===== src/rtl/ram_burst_engine.sv =====
// ram_burst_engine
// Moves a burst of up to MAX_WORDS words between a flat word buffer and a
// single-port synchronous RAM. A request is taken from IDLE while start is
// high. The request is then either streamed out as RAM writes or gathered
// back as RAM reads. The block then waits in DONE until the requester
// drops start.
//
// Ports
//   clock, reset   rising-edge clock, synchronous active-high reset
//   start          request level, held until done is seen
//   write_en       1 = write burst, 0 = read burst (sampled at acceptance)
//   address        base word address (sampled at acceptance)
//   words          word count, 0..MAX_WORDS valid (sampled at acceptance)
//   wdata          write buffer, word 0 in the MSBs
//   rdata          read buffer, same packing as wdata
//   done           transfer complete (held while start stays high)
//   busy           transfer in progress
//   error          request rejected (word count above MAX_WORDS)
//   mem_addr       RAM address
//   mem_wdata      RAM write data
//   mem_we         RAM write enable
//   mem_rdata      RAM read data, one cycle after the address
module ram_burst_engine #(
  parameter int WORD_W    = 16,
  parameter int MAX_WORDS = 16,
  parameter int ADDR_W    = 16
) (
  input  logic                             clock,
  input  logic                             reset,
  input  logic                             start,
  input  logic                             write_en,
  input  logic [ADDR_W-1:0]                address,
  input  logic [$clog2(MAX_WORDS+1)-1:0]   words,
  input  logic [WORD_W*MAX_WORDS-1:0]      wdata,
  output logic [WORD_W*MAX_WORDS-1:0]      rdata,
  output logic                             done,
  output logic                             busy,
  output logic                             error,
  output logic [ADDR_W-1:0]                mem_addr,
  output logic [WORD_W-1:0]                mem_wdata,
  output logic                             mem_we,
  input  logic [WORD_W-1:0]                mem_rdata
);

  localparam int CNT_W = $clog2(MAX_WORDS + 1);
  localparam int IDX_W = (MAX_WORDS > 1) ? $clog2(MAX_WORDS) : 1;

  typedef enum logic [1:0] {IDLE, XFER, DRAIN, DONE} state_t;

  state_t state, state_nxt;

  logic                             req_we;
  logic [CNT_W-1:0]                 req_words;
  logic [CNT_W-1:0]                 idx;
  logic                             err_q;
  logic [MAX_WORDS-1:0][WORD_W-1:0] wdata_words;
  logic [MAX_WORDS-1:0][WORD_W-1:0] wbuf;
  logic [MAX_WORDS-1:0][WORD_W-1:0] rbuf;
  logic                             req_bad;
  logic                             req_empty;
  logic                             last_idx;

  // Word i of the flat buffers lives in packed element MAX_WORDS-1-i.
  function automatic logic [IDX_W-1:0] word_slot(input logic [CNT_W-1:0] i);
    return IDX_W'(CNT_W'(MAX_WORDS - 1) - i);
  endfunction

  assign wdata_words = wdata;
  assign rdata       = rbuf;
  assign req_bad     = (words > CNT_W'(MAX_WORDS));
  assign req_empty   = (words == '0);
  assign last_idx    = (idx == req_words - CNT_W'(1));

  always_ff @(posedge clock) begin
    if (reset) state <= IDLE;
    else       state <= state_nxt;
  end

  always_comb begin
    state_nxt = state;
    case (state)
      IDLE:    if (start) state_nxt = (req_bad || req_empty) ? DONE : XFER;
      XFER: begin
        if (!start)        state_nxt = IDLE;
        else if (last_idx) state_nxt = req_we ? DONE : DRAIN;
      end
      DRAIN:   state_nxt = start ? DONE : IDLE;
      DONE:    if (!start) state_nxt = IDLE;
      default: state_nxt = IDLE;
    endcase
  end

  always_comb begin
    done  = (state == DONE);
    busy  = (state == XFER) || (state == DRAIN);
    error = (state == DONE) && err_q;
  end

  // The RAM-side signals are registered, but they are loaded one step ahead.
  // As a result, word i is presented in the same cycle that idx == i.
  // Read data for address i-1 arrives while idx == i. The last word is
  // picked up in DRAIN.
  always_ff @(posedge clock) begin
    if (reset) begin
      req_we    <= 1'b0;
      req_words <= '0;
      wbuf      <= '0;
      idx       <= '0;
      err_q     <= 1'b0;
      rbuf      <= '0;
      mem_addr  <= '0;
      mem_wdata <= '0;
      mem_we    <= 1'b0;
    end else begin
      mem_we <= 1'b0;
      case (state)
        IDLE: begin
          if (start) begin
            req_we    <= write_en;
            req_words <= words;
            wbuf      <= wdata_words;
            err_q     <= req_bad;
            idx       <= '0;
            if (!req_bad && !req_empty) begin
              mem_addr <= address;
              if (write_en) begin
                mem_wdata <= wdata_words[MAX_WORDS-1];
                mem_we    <= 1'b1;
              end else begin
                rbuf <= '0;
              end
            end
          end
        end
        XFER: begin
          // A capture that falls due on an abort edge still lands.
          if (!req_we && idx != '0)
            rbuf[word_slot(idx - CNT_W'(1))] <= mem_rdata;
          if (start) begin
            idx <= idx + CNT_W'(1);
            if (!last_idx) begin
              mem_addr <= mem_addr + ADDR_W'(1);
              if (req_we) begin
                mem_wdata <= wbuf[word_slot(idx + CNT_W'(1))];
                mem_we    <= 1'b1;
              end
            end
          end
        end
        DRAIN: rbuf[word_slot(idx - CNT_W'(1))] <= mem_rdata;
        DONE:  if (!start) err_q <= 1'b0;
        default: ;
      endcase
    end
  end

endmodule


===== config.mk =====
export PLATFORM = sky130hd
export DESIGN_NAME = ram_burst_engine
export DESIGN_NICKNAME = d
export VERILOG_FILES = /design/src/rtl/ram_burst_engine.sv
export SDC_FILE = /design/constraint.sdc
export NUM_CORES = 1
export LEC_CHECK = 0
export CAP_MARGIN = 20
export CORE_AREA = 2 2 228 230
export CTS_BUF_LIST = sky130_fd_sc_hd__clkbuf_8
export DETAILED_ROUTE_END_ITERATION = 12
export DIE_AREA = 0 0 230 232
export GPL_TIMING_DRIVEN = 0
export HOLD_SLACK_MARGIN = 0.02
export PLACE_DENSITY = 0.79
export SLEW_MARGIN = 10
export SYNTH_ARGS = -nofsm -noshare
export SYNTH_HDL_FRONTEND = slang
export SYNTH_SLANG_ARGS = --single-unit

===== constraint.sdc =====
create_clock -name clock -period 4.3 [get_ports clock]
set_input_delay 0.645 -clock clock [delete_from_list [all_inputs] [get_ports clock]]
set_output_delay 0.645 -clock clock [all_outputs]
set_load 0.01 [all_outputs]

==> impl_results.md <==
* Sink Count at 559
* Commonest non-fill, non-tap cell in the layout: clkdlybuf4s50_1
* Critical Path Sink Type: flip-flop
* Final wirelength at between 90000 and 100000 um
* Area after DPL at 29200 um^2
* Die area at 53400 um^2
* Root Driver: clkbuf_8
* Worst hold start: wbuf[144]
* CTS tree: built
* Critical R2R Launch: idx[0]
* Sequential area share after synthesis at 0.499
* Initial core utilization at 0.441
* Worst path arrival time at 4.60 ns
* Register area at approximately 11000 um^2
* Setup Crit Path Kind: reg -> reg
* Max VDD drop at 0.000271 V
* GRT Residual Overflow at 0
* Setup violations, final at 0
* Synth Instances at 2451
* Core Footprint at slightly above 50000 um^2
* Final setup skew at 0.0312 ns
* Gr usage total at 0.328
* Post-CTS setup buffers at 0
* Synth Cell Area at 22400 um^2
* Outcome: finished clean
* Vias per cell at 5.76
* Leak Pwr at 10.8 nW
* Antenna Nets Post-Route at 0
* Final cell count without fillers at 3885
* # DRC at 0
* Final Cell Area at 31100 um^2
* Setup TNS at 0 ns
* Synth Area per Inst at 9.15 um^2
* Multi-input gate area at 9860 um^2
* Ys Warns at 0
* CTS resizes at 0
* Pre-CTS setup slack at 0.114 ns
* Post-synth ARST share at 0
* Gpl congestion at 0.959
* Critical Path RT at a little under 5 ns
* Minimum clock period at 4.02 ns
* Via count at 22400
* Startpoint types: flip-flop
* Tightest Hold Check Type: reg -> reg
* Filler Cell Count at 4274
* Peak Freq at 249 MHz
* Iter 0 DRT Violations at roughly 2300
* PortBufs at 587
* Post-DP HPWL at 72600 um
* Initial antenna violation count at 11
* Syn_nets at 2761
* Die Width at approximately 230 um
* CTS buffer count at 89
* RSZ-0062 raised after global routing: no
* PD cells at 532 nW/um^2
* Fin nets at 3438
* Post-Place Cells at 3718
* FF-to-FF setup slack at 0.28 ns
* Max-slew headroom at 0.410
* Worst skew pair latency at roughly 0.7 ns
* Worst-Margin Slew at 0.884 ns
* Most frequent cells in the layout: clkdlybuf4s50_1 (587), nand2_1 (581), dfxtp_1 (559)
* Hold Violations, Final at 0
* Wire per inst at roughly 23 um
* Yosys reg bits at about 560
* Die height at 232 um
* Largest net degree at the start of global routing at 13
* Fin crit share at 0.936
* CTS Hold Bufs at 0
* Vias in the first global route at 21500
* Worst Path Max Fanout at 10
* Max_cap viols at 0
* Ports at 589
* Synth cell types at 72
* Share of post-route cells with drive strength above 1 at 0.0960
* Max-slew violation count at 0
* Drt pass-1 iters at 7
* Main flop type after synthesis: dfxtp_1
* Final worst-path setup slack at 0.277 ns
* First-pass GRT wire length at around 130000 um
* Row Count at 83
* Crit path launch: idx[0]
* CTS clk-pin slew, worst paths at roughly 0.07 ns
* Clock Path Buffers at 3
* Area growth from synthesis to layout at 38.7%
* H-tree lvl count at 3
* Post-synth EDFFs at 0
[synth_stat cells (all sizes together), types with 6 or more instances]
cell	count	share of area
nor3	10	0.0022
o2bb2ai	96	0.037
a32oi	33	0.013
a2bb2oi	34	0.013
nand2b	23	0.0064
nand3	29	0.0065
a211oi	7	0.0023
o32ai	100	0.039
o21ai	27	0.0065
and3	6	0.0017
inv	126	0.021
a221oi	17	0.0074
buf	68	0.017
nor2	103	0.017
mux2i	22	0.0098
ha	13	0.0073
nand2	582	0.098
a21oi	291	0.068
dfxtp	559	0.50
clkbuf	139	0.023
a32o	21	0.0094
mux4	64	0.064
[cell families (layout without fill, tap and decap cells)]
logic type,after synthesis,after routing,share of synthesized area
AO/OA/AOI/OAI,669,669,0.213
XOR/XNOR,7,7,0.00357
adder cells (fa/ha/maj),13,13,0.00725
buffers and inverters,334,1082,0.0613
flip-flops,559,559,0.499
multiplexers,88,88,0.0751
other,0,6,0
AND/OR/NAND/NOR,781,781,0.141
[metal layers]
layer | vias to the layer above | share of wire | GRT usage
met5 | - | 0.00082 | 0
li1 | 10000 | - | -
met4 | 12 | 0.061 | 0.191
met2 | 1397 | 0.47 | 0.547
met1 | 10600 | 0.37 | 0.390
met3 | 284 | 0.099 | 0.0726
[metrics by stage]
step,utilization,power [mW],hold slack (ns)
CTS,0.611,16.5,0.451
finish,0.611,16.6,0.452
global route,0.611,17.2,0.465
floorplan,-,9.51,0.433
detailed placement,0.573,11.6,0.443
global placement,0.573,11.5,0.439
[cell type report]
| class | count | share of cell area |
|---|---|---|
| Timing Repair Buffer | 587 | 0.189 |
| Inverter | 127 | 0.0153 |
| Antenna cell | 6 | 0.000483 |
| Multi-Input combinational cell | 1558 | 0.317 |
| Tap cell | 680 | 0.0274 |
| Clock buffer | 116 | 0.0513 |
| Sequential cell | 559 | 0.360 |
| Clock inverter | 46 | 0.0109 |
| Buffer | 206 | 0.0287 |
[state kept, by name, indices dropped and copies added, names as in the netlist]
signal	cells
err_q	1
idx	5
mem_addr	16
mem_wdata	16
mem_we	1
rdata	256
req_we	1
req_words	5
state	2
wbuf	256
[power breakdown]
group | switching [mW] | internal [mW]
sequential | 0.404 | 5.73
combinational | 3.61 | 1.92
clock | 2.21 | 2.68
total | 6.22 | 10.3
[final timing paths]
path | end | cells after the start
max | mem_wdata[10] | 11
min | wbuf[144] | 2
max reg2reg | mem_wdata[10] | 11
min reg2reg | wbuf[144] | 2
[critical path, cell delays in order (launching register included)]
cell	delay (ns)
dfxtp_1	0.39
buf_2	0.27
buf_2	0.38
buf_2	0.39
inv_1	0.16
ha_1	0.40
buf_4	0.27
buf_2	0.40
mux4_2	0.61
mux2i_1	0.23
a221oi_1	0.13
a32o_1	0.28
(Power assumes the default switching activity.)
